<file path="config.mk">
export PLATFORM = sky130hd
export DESIGN_NAME = cmos_fbuf_sched
export DESIGN_NICKNAME = d
export VERILOG_FILES = /design/src/rtl/cmos_fbuf_sched.sv
export SDC_FILE = /design/constraint.sdc
export NUM_CORES = 1
export LEC_CHECK = 0
export ABC_AREA = 1
export CAP_MARGIN = 20
export CORE_AREA = 5 5 191 193
export CTS_CLUSTER_DIAMETER = 40
export DETAILED_ROUTE_END_ITERATION = 10
export DIE_AREA = 0 0 196 198
export DONT_BUFFER_PORTS = 1
export GPL_TIMING_DRIVEN = 0
export PLACE_DENSITY = 0.61
export SYNTH_ARGS = -nofsm -noshare
export SYNTH_HDL_FRONTEND = slang
export SYNTH_SLANG_ARGS = --single-unit
</file>
<file path="constraint.sdc">
create_clock -name clk -period 8.6 [get_ports clk]
set_input_delay 0.86 -clock clk [delete_from_list [all_inputs] [get_ports clk]]
set_output_delay 0.86 -clock clk [all_outputs]
set_load 0.01 [all_outputs]
</file>
<file path="src/rtl/cmos_fbuf_sched.sv">
// Frame-buffer write scheduler: turns the camera pixel stream into DDR3 burst
// write requests and rotates three frame banks between the writer and the LCD reader.
module cmos_fbuf_sched #(
  parameter int          BURST_LEN   = 64,
  parameter logic [27:0] BANK_STRIDE = 28'h0200000
) (
  input  logic        clk,
  input  logic        rst,
  input  logic [12:0] cmos_h_pixel,
  input  logic [12:0] cmos_v_pixel,
  input  logic [27:0] ddr3_addr_max,
  input  logic        wr_frame_start,
  input  logic        wr_pix_vld,
  input  logic        rd_frame_start,
  output logic        wr_req,
  input  logic        wr_ack,
  output logic [27:0] wr_addr,
  output logic [7:0]  wr_len,
  output logic [1:0]  wr_bank,
  output logic [1:0]  rd_bank,
  output logic [27:0] rd_base,
  output logic        frame_err,
  output logic [15:0] frame_cnt
);

  localparam logic [1:0]  S_IDLE   = 2'd0;
  localparam logic [1:0]  S_ACTIVE = 2'd1;
  localparam logic [1:0]  S_DONE   = 2'd2;
  localparam logic [1:0]  S_ABORT  = 2'd3;
  localparam logic [27:0] BURST_W  = 28'(BURST_LEN);
  localparam logic [7:0]  BURST_B  = 8'(BURST_LEN);

  function automatic logic [27:0] bank_base(input logic [1:0] bank);
    case (bank)
      2'd0:    bank_base = 28'd0;
      2'd1:    bank_base = BANK_STRIDE;
      2'd2:    bank_base = BANK_STRIDE + BANK_STRIDE;
      default: bank_base = 28'd0;
    endcase
  endfunction

  logic [1:0]  r_state;
  logic [1:0]  r_latest;
  logic        r_latest_vld;
  logic [27:0] r_target;
  logic [27:0] r_pix_cnt;
  logic [27:0] r_pend;
  logic [27:0] r_offset;

  logic [25:0] w_prod;
  logic [27:0] w_new_target;
  logic        w_pix_acc;
  logic        w_ack;
  logic        w_req_cond;
  logic        w_complete;
  logic [7:0]  w_req_len;
  logic [27:0] w_pend_next;
  logic        w_rd_take;
  logic [1:0]  w_rd_next;
  logic [1:0]  w_excl;
  logic [1:0]  w_wr_third;

  // Frame target and burst request decisions from the registered counters.
  always_comb begin
    w_prod       = 26'(cmos_h_pixel) * 26'(cmos_v_pixel);
    w_new_target = ({2'b00, w_prod} < ddr3_addr_max) ? {2'b00, w_prod} : ddr3_addr_max;
    w_pix_acc    = wr_pix_vld && (r_pix_cnt < r_target);
    w_ack        = wr_req && wr_ack;
    w_req_cond   = !wr_req && ((r_pend >= BURST_W) ||
                               ((r_pix_cnt == r_target) && (r_pend != 28'd0)));
    w_complete   = (r_pix_cnt == r_target) && (r_pend == 28'd0) && !wr_req;
    w_pend_next  = r_pend;
    if (w_pix_acc) begin
      w_pend_next = w_pend_next + 28'd1;
    end else begin
      w_pend_next = w_pend_next;
    end
    if (w_ack) begin
      w_pend_next = w_pend_next - {20'd0, wr_len};
    end else begin
      w_pend_next = w_pend_next;
    end
    if (r_pend < BURST_W) begin
      w_req_len = r_pend[7:0];
    end else begin
      w_req_len = BURST_B;
    end
  end

  // Reader bank choice and the free bank left for the writer after a frame completes.
  always_comb begin
    w_rd_take = rd_frame_start && (r_latest_vld || (r_state == S_DONE));
    if (!w_rd_take) begin
      w_rd_next = rd_bank;
    end else if (r_state == S_DONE) begin
      w_rd_next = wr_bank;
    end else begin
      w_rd_next = r_latest;
    end
    // When the reader grabs the bank just finished, the previous complete frame is kept.
    if (w_rd_next == wr_bank) begin
      w_excl = r_latest;
    end else begin
      w_excl = w_rd_next;
    end
    w_wr_third = 2'd3 - wr_bank - w_excl;
  end

  // Scheduler state, counters and all registered outputs.
  always_ff @(posedge clk) begin
    if (rst) begin
      r_state      <= S_IDLE;
      r_latest     <= 2'd2;
      r_latest_vld <= 1'b0;
      r_target     <= 28'd0;
      r_pix_cnt    <= 28'd0;
      r_pend       <= 28'd0;
      r_offset     <= 28'd0;
      wr_req       <= 1'b0;
      wr_addr      <= 28'd0;
      wr_len       <= 8'd0;
      wr_bank      <= 2'd0;
      rd_bank      <= 2'd2;
      rd_base      <= bank_base(2'd2);
      frame_err    <= 1'b0;
      frame_cnt    <= 16'd0;
    end else begin
      frame_err <= 1'b0;
      rd_bank   <= w_rd_next;
      rd_base   <= bank_base(w_rd_next);
      case (r_state)
        S_IDLE: begin
          if (wr_frame_start) begin
            r_target  <= w_new_target;
            r_pix_cnt <= 28'd0;
            r_pend    <= 28'd0;
            r_offset  <= 28'd0;
            r_state   <= S_ACTIVE;
          end
        end
        S_ACTIVE: begin
          if (wr_frame_start) begin
            frame_err <= 1'b1;
            if (wr_req) begin
              // An ack landing with the restart already closes the burst.
              if (wr_ack) begin
                wr_req  <= 1'b0;
                r_state <= S_IDLE;
              end else begin
                r_state <= S_ABORT;
              end
            end else begin
              r_target  <= w_new_target;
              r_pix_cnt <= 28'd0;
              r_pend    <= 28'd0;
              r_offset  <= 28'd0;
            end
          end else begin
            r_pix_cnt <= r_pix_cnt + {27'd0, w_pix_acc};
            r_pend    <= w_pend_next;
            if (w_ack) begin
              wr_req   <= 1'b0;
              r_offset <= r_offset + {20'd0, wr_len};
            end else if (w_req_cond) begin
              wr_req  <= 1'b1;
              wr_len  <= w_req_len;
              wr_addr <= bank_base(wr_bank) + r_offset;
            end else if (w_complete) begin
              r_state <= S_DONE;
            end
          end
        end
        S_DONE: begin
          r_latest     <= wr_bank;
          r_latest_vld <= 1'b1;
          frame_cnt    <= frame_cnt + 16'd1;
          wr_bank      <= w_wr_third;
          r_state      <= S_IDLE;
        end
        S_ABORT: begin
          if (w_ack) begin
            wr_req  <= 1'b0;
            r_state <= S_IDLE;
          end
        end
        default: r_state <= S_IDLE;
      endcase
    end
  end

endmodule

</file>
==> impl_metrics.toml <==
[status]
run_status = "finished clean"

[grt]
grt_usage = 0.241
gr-total-overflow = 0
grt_start_max_net_pins = 20
antenna_found_initial = 1
grt_pass1_vias = 15100
grt_first_pass_wirelength_um = 76000

[final_layout]
layout-area-overhead-vs-synth_pct = 7.35
drive_above_1_share = 0.0507
insertedDiodeCount = 0
fin_area_um2 = 18400
final_cell_mix = "563 x sky130_fd_sc_hd__nand2_1, 503 x sky130_fd_sc_hd__inv_1, 202 x sky130_fd_sc_hd__nor2_1, 177 x sky130_fd_sc_hd__dfxtp_1, 164 x sky130_fd_sc_hd__a21oi_1"
leading_cell_type_in_the_layout_fill_and_taps_excluded = "sky130_fd_sc_hd__nand2_1"
finalNetCount = 2863
layout.cells.non_filler = 2999
postLayoutCoreUtil = 0.534

[routing]
dr_total_vias = 15600
drt_drc_violations_left = 0
antenna_left = 0
drt-vias-per-instance = 5.21
wirelength_um = 46700
routed_wire_length_per_instance_um = 15.6
drt_first_iter_violations = 1042
pre_antenna_drt_iters = 6

[clock_tree]
cts_tree = "built"
clock_buffers_created_by_tritoncts = 17
worst_skew_pair.late_latency_ns = 0.45
holdBufCountCts = 0
cts.sinks = 177
cts_resized = 0
reg_clk_slew_reported_paths_ns = 0.07
clock_tree.root_cell = "sky130_fd_sc_hd__clkbuf_16"
h_tree_depth_reported_by_cts = 4
clk_path_buf_depth = 2
buffers_inserted_by_post_cts_timing_repair = 0

[floorplanning]
floorplan.io_pins = 146
die_width_um = 196
rows = 68
core_um2 = 34400
floorplan.die_area_um2 = 38800
die-height_um = 198
initial_core_utilization = 0.497

[hold_path]
hold_path.class = "flop to flop"
hold_path_start = "r_target[26]"

[setup_path]
timing.rr.start = "r_pix_cnt[27]"
worst_path_largest_cell_delay_ns = 0.53
critPathKind = "input port to flop"
crit_arrival_ns = 8.24
crit_path_start = "cmos_v_pixel[3]"
cp-end-kind = "flop"
critPathRequiredTime_ns = 8.93
max_fo_critical_path = 10
cp-start-kind = "input port"
worst_path_max_delay_cell = "sky130_fd_sc_hd__fa_1"

[placement]
global_placement_routability_congestion = 0.929
post-place-cells = 2967
half_perimeter_wire_length_after_placement_um = 38400
dpl-instance-area_um2 = 17800
dp_worst_setup_slack_ns = 0.297
io_buffers = 0

[run]
maxCapViolations = 0

[timing]
finalWorstSetupSlack_ns = 0.685
tightest_slew_ns = 0.830
fmax_ghz = 0.126
hold_violations = 0
rsz_0062_raised_after_global_routing = "false"
slew_violations = 0
post-route-min-period_ns = 7.91
clock-skew-final_ns = 0.0130
finalCritPeriodShare = 0.920
setup_viol = 0
slew_headroom = 0.447
finalSetupTns_ns = 0

[power_and_ir_drop]
power.ir.vdd_worst_mv = 0.267
power.sequential.fraction = 0.188
p_sw_frac = 0.498
power.static_leakage_nw = 9.20
pwr_density_nw_per_um2 = 272
p_int_mw = 2.50
netSwitchingPower_mw = 2.49
share_of_total_power_in_the_clock_network = 0.158
combPwrFrac = 0.654

[synth]
synthDistinctLibCells = 60
synth.ff_latch_count = 177
mappedNetlistArea_um2 = 17100
average_cell_area_after_synthesis_um2 = 6.88
synth.yosys.seq_area_share = 0.207
post_synth_inst_count = 2487
yosysWarnings = 0
==> power groups by stage <==
stage	Combinational (mW)	Clock, mW	Sequential [mW]
final	3.26	0.787	0.940
after global routing	3.80	0.836	0.948
after CTS	3.28	0.803	0.940
after detailed placement	3.25	0	0.960
after global placement	3.19	0	0.959
after floorplan	2.53	0	0.947
==> registers in the layout, indices dropped and copies added (netlist names) <==
signal / cells
r_target: 28
wr_req: 1
r_pix_cnt: 28
r_state: 2
r_pend: 28
wr_addr: 28
wr_bank: 2
rd_base: 2
r_latest: 2
wr_len: 8
r_latest_vld: 1
r_offset: 28
frame_cnt: 16
rd_bank: 2
frame_err: 1
==> critical path: cells and delay by family <==
family | cells | cell delay, ns
compound gates | 7 | 1.67
xor+xnor | 1 | 0.22
buf+inv | 9 | 1.34
fa+ha+maj | 7 | 3.20
simple gates | 7 | 0.96
==> area by class of cell <==
type | instances | area, um^2
fill | 3511 | 16000
multi-input combinational | 1722 | 11200
sequential | 177 | 3540
inverter | 515 | 1930
tap | 455 | 569
buffer | 98 | 507
clock buffer | 17 | 425
clock inverter | 15 | 169
==> worst paths after layout <==
kind	cells after the start	slack (ns)	end
setup / recovery	31	0.69	r_target[25]
hold / removal	2	0.45	r_target[26]
setup reg to reg	25	4.16	r_pend[27]
hold reg to reg	2	0.45	r_target[26]
==> cell usage after synthesis (all sizes together) <==
cell | n | area share
a211oi | 8 | 0.0035
a21boi | 3 | 0.0015
a21o | 4 | 0.0018
a21oi | 165 | 0.049
a221oi | 2 | 0.0010
a31oi | 10 | 0.0037
a32oi | 1 | 0.00051
a41oi | 1 | 0.00051
and3 | 1 | 0.00037
buf | 37 | 0.016
clkbuf | 61 | 0.013
clkinv | 8 | 0.0018
conb | 1 | 0.00022
dfxtp | 177 | 0.21
fa | 124 | 0.15
ha | 148 | 0.11
inv | 507 | 0.11
nand2 | 588 | 0.13
nand3 | 88 | 0.027
nand3b | 1 | 0.00044
nand4 | 43 | 0.016
nor2 | 212 | 0.050
nor3 | 35 | 0.011
nor3b | 3 | 0.0020
nor4 | 14 | 0.0064
o211a | 1 | 0.00059
o211ai | 6 | 0.0026
o21a | 8 | 0.0035
o21ai | 145 | 0.043
o21bai | 4 | 0.0018
o221a | 2 | 0.0013
o221ai | 2 | 0.0010
o22ai | 21 | 0.0077
o31ai | 1 | 0.00044
o32ai | 2 | 0.0010
or2 | 7 | 0.0026
or3 | 1 | 0.00037
xnor2 | 11 | 0.0056
xor2 | 34 | 0.017
==> cells by family (layout without fill, tap and decap cells) <==
kind of cell,count (synthesis),count (layout),synth area share
other,1,26,0.000219
flip-flops,177,177,0.207
buffers and inverters,613,645,0.143
AO/OA/AOI/OAI,386,386,0.125
adder cells (fa/ha/maj),272,272,0.253
AND/OR/NAND/NOR,993,993,0.249
XOR/XNOR,45,45,0.0231
==> stage by stage <==
stage / hold WS (ns) / power, mW
floorplan: 0.422 / 3.48
global placement: 0.434 / 4.15
detailed placement: 0.438 / 4.21
CTS: 0.449 / 5.02
global route: 0.472 / 5.58
finish: 0.446 / 4.99
==> metal layers <==
metal,GRT usage,wire length (um),up-vias
met3,0.0461,3170,64
met5,0,13,-
met4,0.0634,983,2
met2,0.402,21600,391
met1,0.325,20900,7329
li1,-,-,7844
(Power assumes the default switching activity.)
